`src/rtl/pdfd_pkg.sv`:
```
// Shared sizes and types for the LaPDFD tap controller.
package pdfd_pkg;
  localparam int NUM_TAPS     = 14;
  localparam int TAP_W        = 8;
  localparam int ADDR_W       = 4;
  localparam int RST_CYCLES   = 2;
  localparam int FLUSH_CYCLES = 6;

  typedef logic signed [TAP_W-1:0] tap_t;
  typedef tap_t [NUM_TAPS-1:0]     tap_bank_t;

  typedef enum logic [1:0] {IDLE, RESETDEC, FLUSH, RUN} ctrl_state_e;
endpackage

```
`src/rtl/pdfd_tap_ctrl_if.sv`:
```
// Tap configuration bus: per-tap writes plus the commit handshake.
interface pdfd_tap_ctrl_if;
  import pdfd_pkg::*;

  logic              io_cfgWrEn;
  logic [ADDR_W-1:0] io_cfgAddr;
  tap_t              io_cfgData;
  logic              io_cfgErr;
  logic              io_commit;
  logic              io_commitReady;

  modport master (output io_cfgWrEn, io_cfgAddr, io_cfgData, io_commit,
                  input  io_cfgErr, io_commitReady);
  modport slave  (input  io_cfgWrEn, io_cfgAddr, io_cfgData, io_commit,
                  output io_cfgErr, io_commitReady);
endinterface

```
`src/rtl/pdfd_tap_bank.sv`:
```
// Shadow/active tap register pair; a commit copies shadow (with any
// same-cycle write folded in) into the active bank in one edge.
module pdfd_tap_bank
  import pdfd_pkg::*;
(
  input  logic              clock,
  input  logic              reset,
  input  logic              i_wr_en,
  input  logic [ADDR_W-1:0] i_wr_addr,
  input  tap_t              i_wr_data,
  input  logic              i_commit,
  output tap_bank_t         o_active,
  output logic              o_err
);
  tap_bank_t r_shadow, r_active;
  tap_bank_t w_shadow_nxt;
  logic      w_wr_ok;
  logic      r_err;

  always_comb begin
    w_wr_ok      = i_wr_en && (i_wr_addr < ADDR_W'(NUM_TAPS));
    w_shadow_nxt = r_shadow;
    for (int i = 0; i < NUM_TAPS; i++)
      if (w_wr_ok && (i_wr_addr == ADDR_W'(i))) w_shadow_nxt[i] = i_wr_data;
  end

  always_ff @(posedge clock) begin
    if (reset) begin
      r_shadow <= '0;
      r_active <= '0;
      r_err    <= 1'b0;
    end else begin
      r_shadow <= w_shadow_nxt;
      r_err    <= i_wr_en && !w_wr_ok;
      if (i_commit) r_active <= w_shadow_nxt;
    end
  end

  assign o_active = r_active;
  assign o_err    = r_err;
endmodule

```
`src/rtl/pdfd_tap_ctrl.sv`:
```
// LaPDFD tap controller: commit sequencing, decoder reset/flush and
// output gating so only data decoded with the new taps is passed on.
module pdfd_tap_ctrl
  import pdfd_pkg::*;
#(
  parameter int RST_CYCLES_P   = RST_CYCLES,
  parameter int FLUSH_CYCLES_P = FLUSH_CYCLES
) (
  input  logic            clock,
  input  logic            reset,
  pdfd_tap_ctrl_if.slave  cfg,
  input  logic            io_inValid,
  output logic            io_busy,
  output tap_t            io_taps_0,  io_taps_1,  io_taps_2,  io_taps_3,
  output tap_t            io_taps_4,  io_taps_5,  io_taps_6,  io_taps_7,
  output tap_t            io_taps_8,  io_taps_9,  io_taps_10, io_taps_11,
  output tap_t            io_taps_12, io_taps_13,
  output logic            io_decReset,
  input  logic [7:0]      io_pdfdData,
  input  logic            io_pdfdValid,
  output logic [7:0]      io_rxData,
  output logic            io_rxValid
);
  localparam int RW = $clog2(RST_CYCLES_P + 1);
  localparam int FW = $clog2(FLUSH_CYCLES_P + 1);

  ctrl_state_e r_state, w_state_nxt;
  logic [RW-1:0] r_rst_cnt;
  logic [FW-1:0] r_flush_cnt;
  logic          w_ready, w_commit_acc;
  tap_bank_t     w_active;

  pdfd_tap_bank u_bank (
    .clock     (clock),
    .reset     (reset),
    .i_wr_en   (cfg.io_cfgWrEn),
    .i_wr_addr (cfg.io_cfgAddr),
    .i_wr_data (cfg.io_cfgData),
    .i_commit  (w_commit_acc),
    .o_active  (w_active),
    .o_err     (cfg.io_cfgErr)
  );

  always_ff @(posedge clock) begin
    if (reset) r_state <= IDLE;
    else       r_state <= w_state_nxt;
  end

  always_comb begin
    w_state_nxt  = r_state;
    w_ready      = (r_state == IDLE) || (r_state == RUN);
    w_commit_acc = cfg.io_commit && w_ready;
    unique case (r_state)
      IDLE, RUN: if (w_commit_acc) w_state_nxt = RESETDEC;
      RESETDEC:  if (r_rst_cnt == RW'(1)) w_state_nxt = FLUSH;
      FLUSH:     if (io_inValid && (r_flush_cnt == FW'(1))) w_state_nxt = RUN;
      default:   w_state_nxt = IDLE;
    endcase
  end

  // Counters reload on entry to their state and count down to 1.
  always_ff @(posedge clock) begin
    if (reset) begin
      r_rst_cnt   <= '0;
      r_flush_cnt <= '0;
    end else begin
      if (w_commit_acc)             r_rst_cnt <= RW'(RST_CYCLES_P);
      else if (r_state == RESETDEC) r_rst_cnt <= r_rst_cnt - RW'(1);
      if (r_state == RESETDEC && w_state_nxt == FLUSH)
        r_flush_cnt <= FW'(FLUSH_CYCLES_P);
      else if (r_state == FLUSH && io_inValid)
        r_flush_cnt <= r_flush_cnt - FW'(1);
    end
  end

  assign cfg.io_commitReady = w_ready;
  assign io_busy     = (r_state == RESETDEC) || (r_state == FLUSH);
  assign io_decReset = (r_state == IDLE) || (r_state == RESETDEC);
  assign io_rxValid  = (r_state == RUN) && io_pdfdValid;
  assign io_rxData   = (r_state == RUN) ? io_pdfdData : 8'h00;

  assign io_taps_0  = w_active[0];  assign io_taps_1  = w_active[1];
  assign io_taps_2  = w_active[2];  assign io_taps_3  = w_active[3];
  assign io_taps_4  = w_active[4];  assign io_taps_5  = w_active[5];
  assign io_taps_6  = w_active[6];  assign io_taps_7  = w_active[7];
  assign io_taps_8  = w_active[8];  assign io_taps_9  = w_active[9];
  assign io_taps_10 = w_active[10]; assign io_taps_11 = w_active[11];
  assign io_taps_12 = w_active[12]; assign io_taps_13 = w_active[13];
endmodule

```
`src/flat_wrapper.sv`:
```
// flat-port wrapper written by rule: the top's interface ports become plain ports
module pdfd_tap_ctrl_flat import pdfd_pkg::*;
#(
  parameter int RST_CYCLES_P   = RST_CYCLES,
  parameter int FLUSH_CYCLES_P = FLUSH_CYCLES
)
  (clock, reset, io_inValid, io_busy, io_taps_0, io_taps_1, io_taps_2, io_taps_3, io_taps_4, io_taps_5, io_taps_6, io_taps_7, io_taps_8, io_taps_9, io_taps_10, io_taps_11, io_taps_12, io_taps_13, io_decReset, io_pdfdData, io_pdfdValid, io_rxData, io_rxValid, cfg_io_cfgWrEn, cfg_io_cfgAddr, cfg_io_cfgData, cfg_io_commit, cfg_io_cfgErr, cfg_io_commitReady);
  pdfd_tap_ctrl_if cfg_i ();
  input  logic clock;
  input  logic reset;
  input  logic io_inValid;
  output logic io_busy;
  output tap_t io_taps_0;
  output tap_t io_taps_1;
  output tap_t io_taps_2;
  output tap_t io_taps_3;
  output tap_t io_taps_4;
  output tap_t io_taps_5;
  output tap_t io_taps_6;
  output tap_t io_taps_7;
  output tap_t io_taps_8;
  output tap_t io_taps_9;
  output tap_t io_taps_10;
  output tap_t io_taps_11;
  output tap_t io_taps_12;
  output tap_t io_taps_13;
  output logic io_decReset;
  input  logic [7:0] io_pdfdData;
  input  logic io_pdfdValid;
  output logic [7:0] io_rxData;
  output logic io_rxValid;
  input wire logic [$bits(cfg_i.io_cfgWrEn)-1:0] cfg_io_cfgWrEn;
  input wire logic [$bits(cfg_i.io_cfgAddr)-1:0] cfg_io_cfgAddr;
  input wire logic [$bits(cfg_i.io_cfgData)-1:0] cfg_io_cfgData;
  input wire logic [$bits(cfg_i.io_commit)-1:0] cfg_io_commit;
  output wire logic [$bits(cfg_i.io_cfgErr)-1:0] cfg_io_cfgErr;
  output wire logic [$bits(cfg_i.io_commitReady)-1:0] cfg_io_commitReady;
  assign cfg_i.io_cfgWrEn = cfg_io_cfgWrEn;
  assign cfg_i.io_cfgAddr = cfg_io_cfgAddr;
  assign cfg_i.io_cfgData = cfg_io_cfgData;
  assign cfg_i.io_commit = cfg_io_commit;
  assign cfg_io_cfgErr = cfg_i.io_cfgErr;
  assign cfg_io_commitReady = cfg_i.io_commitReady;
  pdfd_tap_ctrl #(.RST_CYCLES_P(RST_CYCLES_P), .FLUSH_CYCLES_P(FLUSH_CYCLES_P)) u_core (.clock(clock), .reset(reset), .cfg(cfg_i), .io_inValid(io_inValid), .io_busy(io_busy), .io_taps_0(io_taps_0), .io_taps_1(io_taps_1), .io_taps_2(io_taps_2), .io_taps_3(io_taps_3), .io_taps_4(io_taps_4), .io_taps_5(io_taps_5), .io_taps_6(io_taps_6), .io_taps_7(io_taps_7), .io_taps_8(io_taps_8), .io_taps_9(io_taps_9), .io_taps_10(io_taps_10), .io_taps_11(io_taps_11), .io_taps_12(io_taps_12), .io_taps_13(io_taps_13), .io_decReset(io_decReset), .io_pdfdData(io_pdfdData), .io_pdfdValid(io_pdfdValid), .io_rxData(io_rxData), .io_rxValid(io_rxValid));
endmodule
```
`config.mk`:
```
export PLATFORM = sky130hd
export DESIGN_NAME = pdfd_tap_ctrl_flat
export DESIGN_NICKNAME = d
export VERILOG_FILES = /design/src/rtl/pdfd_pkg.sv /design/src/rtl/pdfd_tap_ctrl_if.sv /design/src/rtl/pdfd_tap_bank.sv /design/src/rtl/pdfd_tap_ctrl.sv /design/src/flat_wrapper.sv
export SDC_FILE = /design/constraint.sdc
export NUM_CORES = 1
export LEC_CHECK = 0
export CORE_ASPECT_RATIO = 0.5
export CORE_MARGIN = 2
export CORE_UTILIZATION = 32
export DETAILED_ROUTE_END_ITERATION = 12
export SLEW_MARGIN = 20
export SYNTH_ARGS = -nofsm -noshare
export SYNTH_HDL_FRONTEND = slang
export SYNTH_HIERARCHICAL = 1
export SYNTH_SLANG_ARGS = --single-unit
```
`constraint.sdc`:
```
create_clock -name clock -period 2.2 [get_ports clock]
set_input_delay 0.22 -clock clock [delete_from_list [all_inputs] [get_ports clock]]
set_output_delay 0.22 -clock clock [all_outputs]
set_load 0.02 [all_outputs]
```
* Word level (Yosys, flattened, before mapping)
Cells that the tools add are included.
** Word-level totals
- Word-level logic and storage cells :: 111
- Bits of input ports :: 26
- Flip-flop bits (word level) :: 232
- Output and inout port bits :: 125
** Cells by class
- Equality and inequality tests :: 19
- Magnitude comparators :: 1
- Reduce and logical (&&, ||, !) cells :: 32
- Muxes and demuxes :: 23
- $add $sub $neg :: 2
** Operators by type and width (count)
- 8-bit 2-to-1 mux :: 15
- 4-bit equality test (second input constant) :: 6
- 1-bit logical AND :: 21
- 4-bit by 3-bit equality test with 1-bit output (second input constant) :: 4
- 2-bit 2-to-1 mux :: 5
- 4-bit by 2-bit equality test with 1-bit output (second input constant) :: 2
- 2-bit equality test (second input constant) :: 3
- 3-bit 2-to-1 mux :: 2
- 2-bit case mux with 3 select lines :: 1
- 2-bit OR reduction :: 3
- 2-bit by 1-bit equality test with 1-bit output (second input constant) :: 2
- 4-bit by 1-bit equality test with 1-bit output (second input constant) :: 1
- 4-bit logical NOT :: 1
- 4-bit < comparator (second input constant) :: 1
- 2-bit nonzero test :: 2
- 3-bit by 1-bit equality test with 1-bit output (second input constant) :: 1
- 1-bit logical OR :: 3
- 3-bit by 1-bit subtractor with 3-bit output (second input constant) :: 1
- 2-bit logical NOT :: 1
- 2-bit by 1-bit subtractor with 2-bit output (second input constant) :: 1
- 1-bit logical NOT :: 1

* Depth between registers and ports, before layout
- Depth after elaboration :: 8
- Gate-level depth with buffers :: 8
- Mapped depth without buffers :: 6

* Modules after synthesis
The synthesis kept the hierarchy.
** Modules (own cells, without submodules)
- pdfd_tap_bank :: instances 1, seq. area each 4504.3 um2, cells each 914, area each 8252.9 um2
- pdfd_tap_ctrl :: instances 1, seq. area each 140.1 um2, cells each 62, area each 531.8 um2

* Worst setup path before layout
Ideal clock, no wire load.
- Kind :: register to register
- Start point :: register u_core.r_state[1]
- End point :: register u_core.u_bank.r_active, in the netlist u_core/u_bank/o_active[24]
- Cell stages (with the launch flop) :: 9
- Period minus slack after synthesis :: 2.124 ns
- Setup time :: 0.091 ns
- Data arrival time :: 2.033 ns
- Setup slack :: 0.076 ns
- Path buffers :: 3
- Required time :: 2.109 ns
- Cell sequence :: dfxtp_1 > inv_1 > ha_1 > nor2b_1 > buf_2 > buf_2 > buf_1 > nor2_1 > a311oi_1
** Between the ends
- Cells in the longest elaborated chain, start to end :: 3
- Elaborated cells on any way between the ends :: 4
- Those cells by class :: eq/ne (1); reduce/logical (3)
** RTL lines
- start, declared :: RTL line pdfd_tap_ctrl.sv:27 : ctrl_state_e r_state, w_state_nxt;
- start signal, assigned :: RTL line pdfd_tap_ctrl.sv:46 : else r_state <= w_state_nxt;
- 2-bit equality test / 2-bit logical NOT (equally long branches) :: RTL line pdfd_tap_ctrl.sv:51 : w_ready = (r_state == IDLE) || (r_state == RUN);
- 1-bit logical OR * :: RTL line pdfd_tap_ctrl.sv:51
- 1-bit logical AND * :: RTL line pdfd_tap_ctrl.sv:52 : w_commit_acc = cfg.io_commit && w_ready;
- net u_core.w_commit_acc :: RTL line pdfd_tap_ctrl.sv:30 : logic w_ready, w_commit_acc;
- end signal, assigned :: RTL line pdfd_tap_bank.sv:35 : if (i_commit) r_active <= w_shadow_nxt;
- end, declared :: RTL line pdfd_tap_bank.sv:15 : tap_bank_t r_shadow, r_active;
Mark *: on every way through the listed nets, which the timed path passes. The rest lies on a longest branch.
A chain may end at the register's enable or synchronous reset.

* Final worst setup path
- Start point :: register u_core.r_state[0]
- End point :: output port io_rxData[4]
** Between the ends
- Cells in the longest elaborated chain, start to end :: 2
** RTL lines
- 2-bit equality test :: RTL line pdfd_tap_ctrl.sv:80 : assign io_rxData = (r_state == RUN) ? io_pdfdData : 8'h00;
- 8-bit 2-to-1 mux :: RTL line pdfd_tap_ctrl.sv:80
- end, declared :: RTL line flat_wrapper.sv:30 : output logic [7:0] io_rxData;
No other way between the ends.

==> flow_metrics.tcl <==
set metrics [dict create \
    worst-path-buf-inv 1 \
    synth_cell_types 37 \
    gp_congestion 0.747 \
    die_area_um2 28900 \
    grt_overflow 0 \
    synthTopCellsByArea "dfxtp_1 53%, a311oi_1 11%, a21oi_1 6.4%" \
    critPathMaxFanout 9 \
    grt_antenna_before_repair 0 \
    cts.sinks 232 \
    fin_skew_ps 18.8 \
    placed_area_um2 10800 \
    r2r_cells 7 \
    grt_pass1_vias 7486 \
    die_w_um 238 \
    worstPathArrival_ps 1880 \
    slowest_delay_ps 600 \
    cts_max_path_buffers 3 \
    worstHoldPathType "in -> reg" \
    tns_ps 0 \
    fp.dieH_um 121 \
    routedWlPerCell_um 18.0 \
    fin_area_um2 11700 \
    synth-async-reset-ratio_pct 0 \
    min_from "reset" \
    postRouteAntennaNets 0 \
    r2r_setup_slack_ps 220 \
    rows 42 \
    fp.coreArea_um2 26700 \
    syn_inst 976 \
    crit_path_end_kind "output pin" \
    cts_max_level 1 \
    fin_crit_sh_pct 95.4 \
    cts.clk_slew.worst_paths_ps 60 \
    rsz0062_at_grt "false" \
    min_path_cells 2 \
    finalHoldViolCount 0 \
    startpoint_type "flop" \
    syn2layout_area_growth_pct 32.7 \
    drc 0 \
    viasPerCell 5.32 \
    synth-main-ff-cell "dfxtp_1" \
    timing.rr.start "u_core/r_state[0]$_SDFF_PP0_" \
    post-dp-hpwl_um 17600 \
    drv_cap 0 \
    finalWirelength_um 26400 \
    placed_cells 1423 \
    fmax_ghz 0.477 \
    holdWs_ps 144 \
    pin_count 151 \
    diodes 0 \
    setup_viol 0 \
    holdPathEnd "u_core/r_state[0]$_SDFF_PP0_" \
    synth_area_um2 8780 \
    tightest_slew_ps 581 \
    vdd_ir_drop_max_uv 541 \
    max-slew-margin-rel_pct 61.3 \
    start_util_pct 32.9 \
    clock_latency_ps 510 \
    cts_tree "yes" \
    final_net_count 1129 \
    r2r_end "u_core/u_bank/o_active[36]$_SDFFE_PP0P_" \
    syn_area_per_cell_um2 9.00 \
    grt_first_pass_wirelength_um 41100 \
    dr_total_vias 7778 \
    cts-root-buf "clkbuf_16" \
    final_cells 1463 \
    leakage_nw 4.10 \
    drive_gt1_share_pct 8.55 \
    synthesis.nets 1010 \
    yosysTopAreaCell "dfxtp_1" \
    grt_max_degree 69 \
    p_total_mw 10.4 \
    detail_route.first_pass.iterations 5 \
    status "finished, final reports clean" \
    cts_buffers 22 \
    synth_edf_count 0 \
    drt_iter0_markers 759 \
    maxSlewViolCount 0 \
    cp_top_family "buffers and inverters" \
    finalCriticalPeriod_ps 2100 \
    crit_type "reg -> out" \
    ys_warn_count 6 \
    cp_slowest_cell "clkdlybuf4s50_1" \
    yosysSeqAreaShare_pct 52.9 \
    grt_util_all_layers_pct 17.8 \
    io_buffers 150 \
    ys_ff_latch 232 \
    postCtsSetupBuffers 0 \
    synth_top_area_share_pct 52.9 \
    pwr_density_cell_nw_per_um2 895 \
    required_ps 1980 \
    crit_chain "ha_2, and2_1, clkdlybuf4s50_1" \
]
==> worst reg2reg max path, delay by kind of cell, from the launching register on <==
kind	cells	cell delay [ps]
buffers and inverters	3	560
flip-flops	1	400
adder cells (fa/ha/maj)	1	350
AND/OR/NAND/NOR	2	310
AO/OA/AOI/OAI	1	270
==> how the worst max path moves through the flow <==
stage                     slack [ps]  depth (start not counted)                    startpoint                                  endpoint
after detailed placement         130                          5             cfg_io_cfgAddr[2]   u_core/u_bank/o_active[97]$_SDFFE_PP0P_
after global placement           190                          5             cfg_io_cfgAddr[2]  u_core/u_bank/o_active[106]$_SDFFE_PP0P_
after floorplan                   80                          8  u_core/r_state[1]$_SDFF_PP0_   u_core/u_bank/o_active[24]$_SDFFE_PP0P_
after CTS                          2                          3  u_core/r_state[1]$_SDFF_PP0_                                io_rxValid
after global routing               1                          3  u_core/r_state[0]$_SDFF_PP0_                              io_rxData[3]
final                            100                          3  u_core/r_state[0]$_SDFF_PP0_                              io_rxData[4]
==> what timing repair did <==
item,in CTS,in global routing
hold buffers,0,0
pin swaps,0,0
gates cloned,0,0
resized for setup,5,10
setup endpoints to repair,5,18
==> per-stage QoR <==
step	util, %	setup WS (ps)
2_1_floorplan	-	76.0
3_3_place_gp	40.4	191
3_5_place_dp	40.4	134
4_1_cts	43.6	1.86
5_1_grt	43.7	1.24
6_report	43.7	101
==> sequential cells by signal, summed over array words and instances, names as in the netlist <==
signal,count
u_core/u_bank/o_active,112
u_core/u_bank/r_shadow,112
u_core/r_flush_cnt,3
u_core/r_rst_cnt,2
u_core/r_state,2
u_core/u_bank/o_err,1
==> cells by family after synthesis <==
group,synth area share [%]
xor gates and xnor gates,0.299
DFF,52.9
and+or+nand+nor,15.3
adders and majority gates,1.14
AOI/OAI and AO/OA,24.9
buffers and inverters,5.58
==> placed cells by master (no fill, tap or decap), drive strengths merged, types with 16 or more instances in the layout <==
master	n
a21oi	112
a311oi	113
and3b	18
buf	39
clkbuf	31
clkdlybuf4s50	139
dfxtp	232
nand2	100
nand4	16
nor2	115
o21ai	117
==> cell usage after synthesis, drive strengths merged (3+ instances only) <==
cell	n
nor3b	9
clkbuf	62
a311oi	113
nand3b	3
nand4	16
and2	10
o22ai	3
nand2b	3
inv	7
ha	8
dfxtp	232
buf	31
a21oi	112
o21ai	117
nor2	115
and3b	18
nand2	100
==> metal layers <==
metal  track usage, %  vias up  part of all wire (%)
li1                 -     3783                     -
met1             23.1     3752                    45
met2             31.2      204                    48
met3             2.50       39                   4.4
met4             4.57        0                   2.3
met5                0        -                     0
==> area by class of cell <==
type | instances | area [um^2]
well taps | 352 | 440
fillers | 2549 | 15000
repair buffers | 188 | 2040
flip-flops and latches | 232 | 4650
inverters | 7 | 26.3
multi-input cells | 644 | 3670
clock buffers | 31 | 686
clock inverters | 9 | 151
==> power breakdown <==
group          switching (mW)  internal, mW  leakage [nW]
Clock                    1.63          2.65         0.414
Sequential              0.140          4.43          1.89
Combinational           0.911         0.684          1.80
Total                    2.68          7.76          4.10
Note: power is estimated with default switching activity, not from simulation.
==> variant, RTL diff (same settings) <==
Encoding of `ctrl_state_e`: now one-hot (4 bits for 4 states).
--- a/src/rtl/pdfd_pkg.sv
+++ b/src/rtl/pdfd_pkg.sv
@@ -10,5 +10,5 @@
   typedef tap_t [NUM_TAPS-1:0]     tap_bank_t;
 
-  typedef enum logic [1:0] {IDLE, RESETDEC, FLUSH, RUN} ctrl_state_e;
+  typedef enum logic [3:0] {IDLE = 4'b0001, RESETDEC = 4'b0010, FLUSH = 4'b0100, RUN = 4'b1000} ctrl_state_e;
 endpackage
 
Formal check against the unedited RTL: no difference found for any inputs over 4 cycles, from zero or initial values and one cycle with reset high; so few cycles prove little.
==> variant against the unedited design <==
- synthesized cell count rose by 0.72%
- register-to-register slack got worse by 0.06 ns
- sequential cell count up 2
- global-route usage decreased by 0.33 points
- routed wire length shrank 0.37%
- total power shrank 3.6%
- worst setup slack worse by 0.018 ns
- via count is 1.4% higher
- critical path type unchanged
- area after synthesis up 0.75%
- design area is 0.54% lower
==> variant: results <==
placement:
  hpwlAfterDp_um: 17270
  place_inst: 1435
  place_ws_ns: -0.1086
  gp_congestion: 0.7308
logic_synthesis:
  ys_seq_area_share_pct: 52.93
  yosys-top-cells-area: "dfxtp_1, a311oi_1, a21oi_1"
  synth_common_cells: "dfxtp_1, a21oi_1, nor2_1, a311oi_1, o21ai_0"
  synth.distinct_cells: 43
  syn_avg_cell_area_um2: 9.004
  synth_fp_nets: 1012
hold_path:
  hold-path-endpoint: "u_core/r_state[3]"
setup_path:
  r2r_cells: 6
  cp_max_fo: 7
  reg2reg_to: "u_core/u_bank/o_active[20]"
grt:
  use_met1_pct: 23.69
  globalRouteMet3Util_pct: 2.923
  grt_max_degree: 65
  use_met2_pct: 29.27
  grt_pass1_vias: 7457
  antenna_found_initial: 1
  grt_pass1_wl_um: 40780
  track_usage_pct: 17.47
run_status:
  status: "finished clean"
finish:
  nNetsFinal: 1137
  stdcell_count: 1477
  final_layout_size_suffix_gt1_share_pct: 8.800
timing:
  max-slew-margin-rel_pct: 61.30
  clock_skew_ns: 0.01385
route:
  wl_per_cell_um: 17.78
  drt_iter0_markers: 870
power_and_ir_drop:
  leakagePower_uw: 0.003959
variant: logic make-up (layout without fill, tap and decap cells):
family,count (synthesis),count (layout),share of synthesized area [%]
AO/OA/AOI/OAI,349,349,24.85
AND/OR/NAND/NOR,290,290,15.61
flip-flops,234,234,52.93
buffers and inverters,103,245,5.782
adder cells (fa/ha/maj),3,3,0.4241
XOR/XNOR,3,3,0.2969
multiplexers,1,1,0.1131
variant: area by class of cell:
| class | count | area [um^2] |
|---|---|---|
| clock buffers | 31 | 635.6 |
| clock inverters | 11 | 148.9 |
| fillers | 2615 | 15200 |
| inverters | 6 | 27.53 |
| multi-input cells | 646 | 3661 |
| flip-flops and latches | 234 | 4690 |
| well taps | 352 | 440.4 |
| repair buffers | 197 | 1994 |
variant: metal layers:
layer	part of all wire, %	up-vias	wire length, um
li1	-	3835	-
met1	45	3802	11840
met2	48	214	12640
met3	5.1	34	1339
met4	1.6	2	421
met5	0.050	-	13
variant: power by group:
part | internal (uW) | total (uW) | leakage (uW) | switching, uW
clock network | 2400 | 4070 | 0.000380 | 1670
registers | 4440 | 4570 | 0.00191 | 131
logic | 605 | 1420 | 0.00167 | 818
variant: stage by stage:
stage          area, um^2  hold WS (ns)  total power [uW]
2_1_floorplan        8851        0.3442              5399
3_3_place_gp        10810        0.4716              6076
5_1_grt             11600        0.1259             10450
4_1_cts             11590        0.1122             10160
3_5_place_dp        10810        0.4791              6099
6_report            11600        0.1178             10070
variant: worst max path at each step:
stage / endpoint / slack [ns] / startpoint
floorplan: u_core/u_bank/o_active[24] / 0.14 / u_core/r_state[0]
global placement: u_core/u_bank/o_active[91] / -0.03 / cfg_io_commit
detailed placement: u_core/u_bank/o_active[20] / -0.11 / cfg_io_commit
CTS: io_busy / 0.03 / u_core/r_state[1]
global route: io_busy / 0.01 / u_core/r_state[3]
finish: io_busy / 0.08 / u_core/r_state[3]
variant: repair_timing:
action / CTS / global route
endpoints found under the hold margin: 0 / 0
resized for setup: 13 / 3
hold buffers: 0 / 0
endpoints found under the setup margin: 10 / 51
variant: worst max-delay path, cell delays in order, from the launching register on:
cell and delay [ns]:
dfxtp_2 0.36, or4b_4 0.57, or2b_1 0.17, clkdlybuf4s15_1 0.29
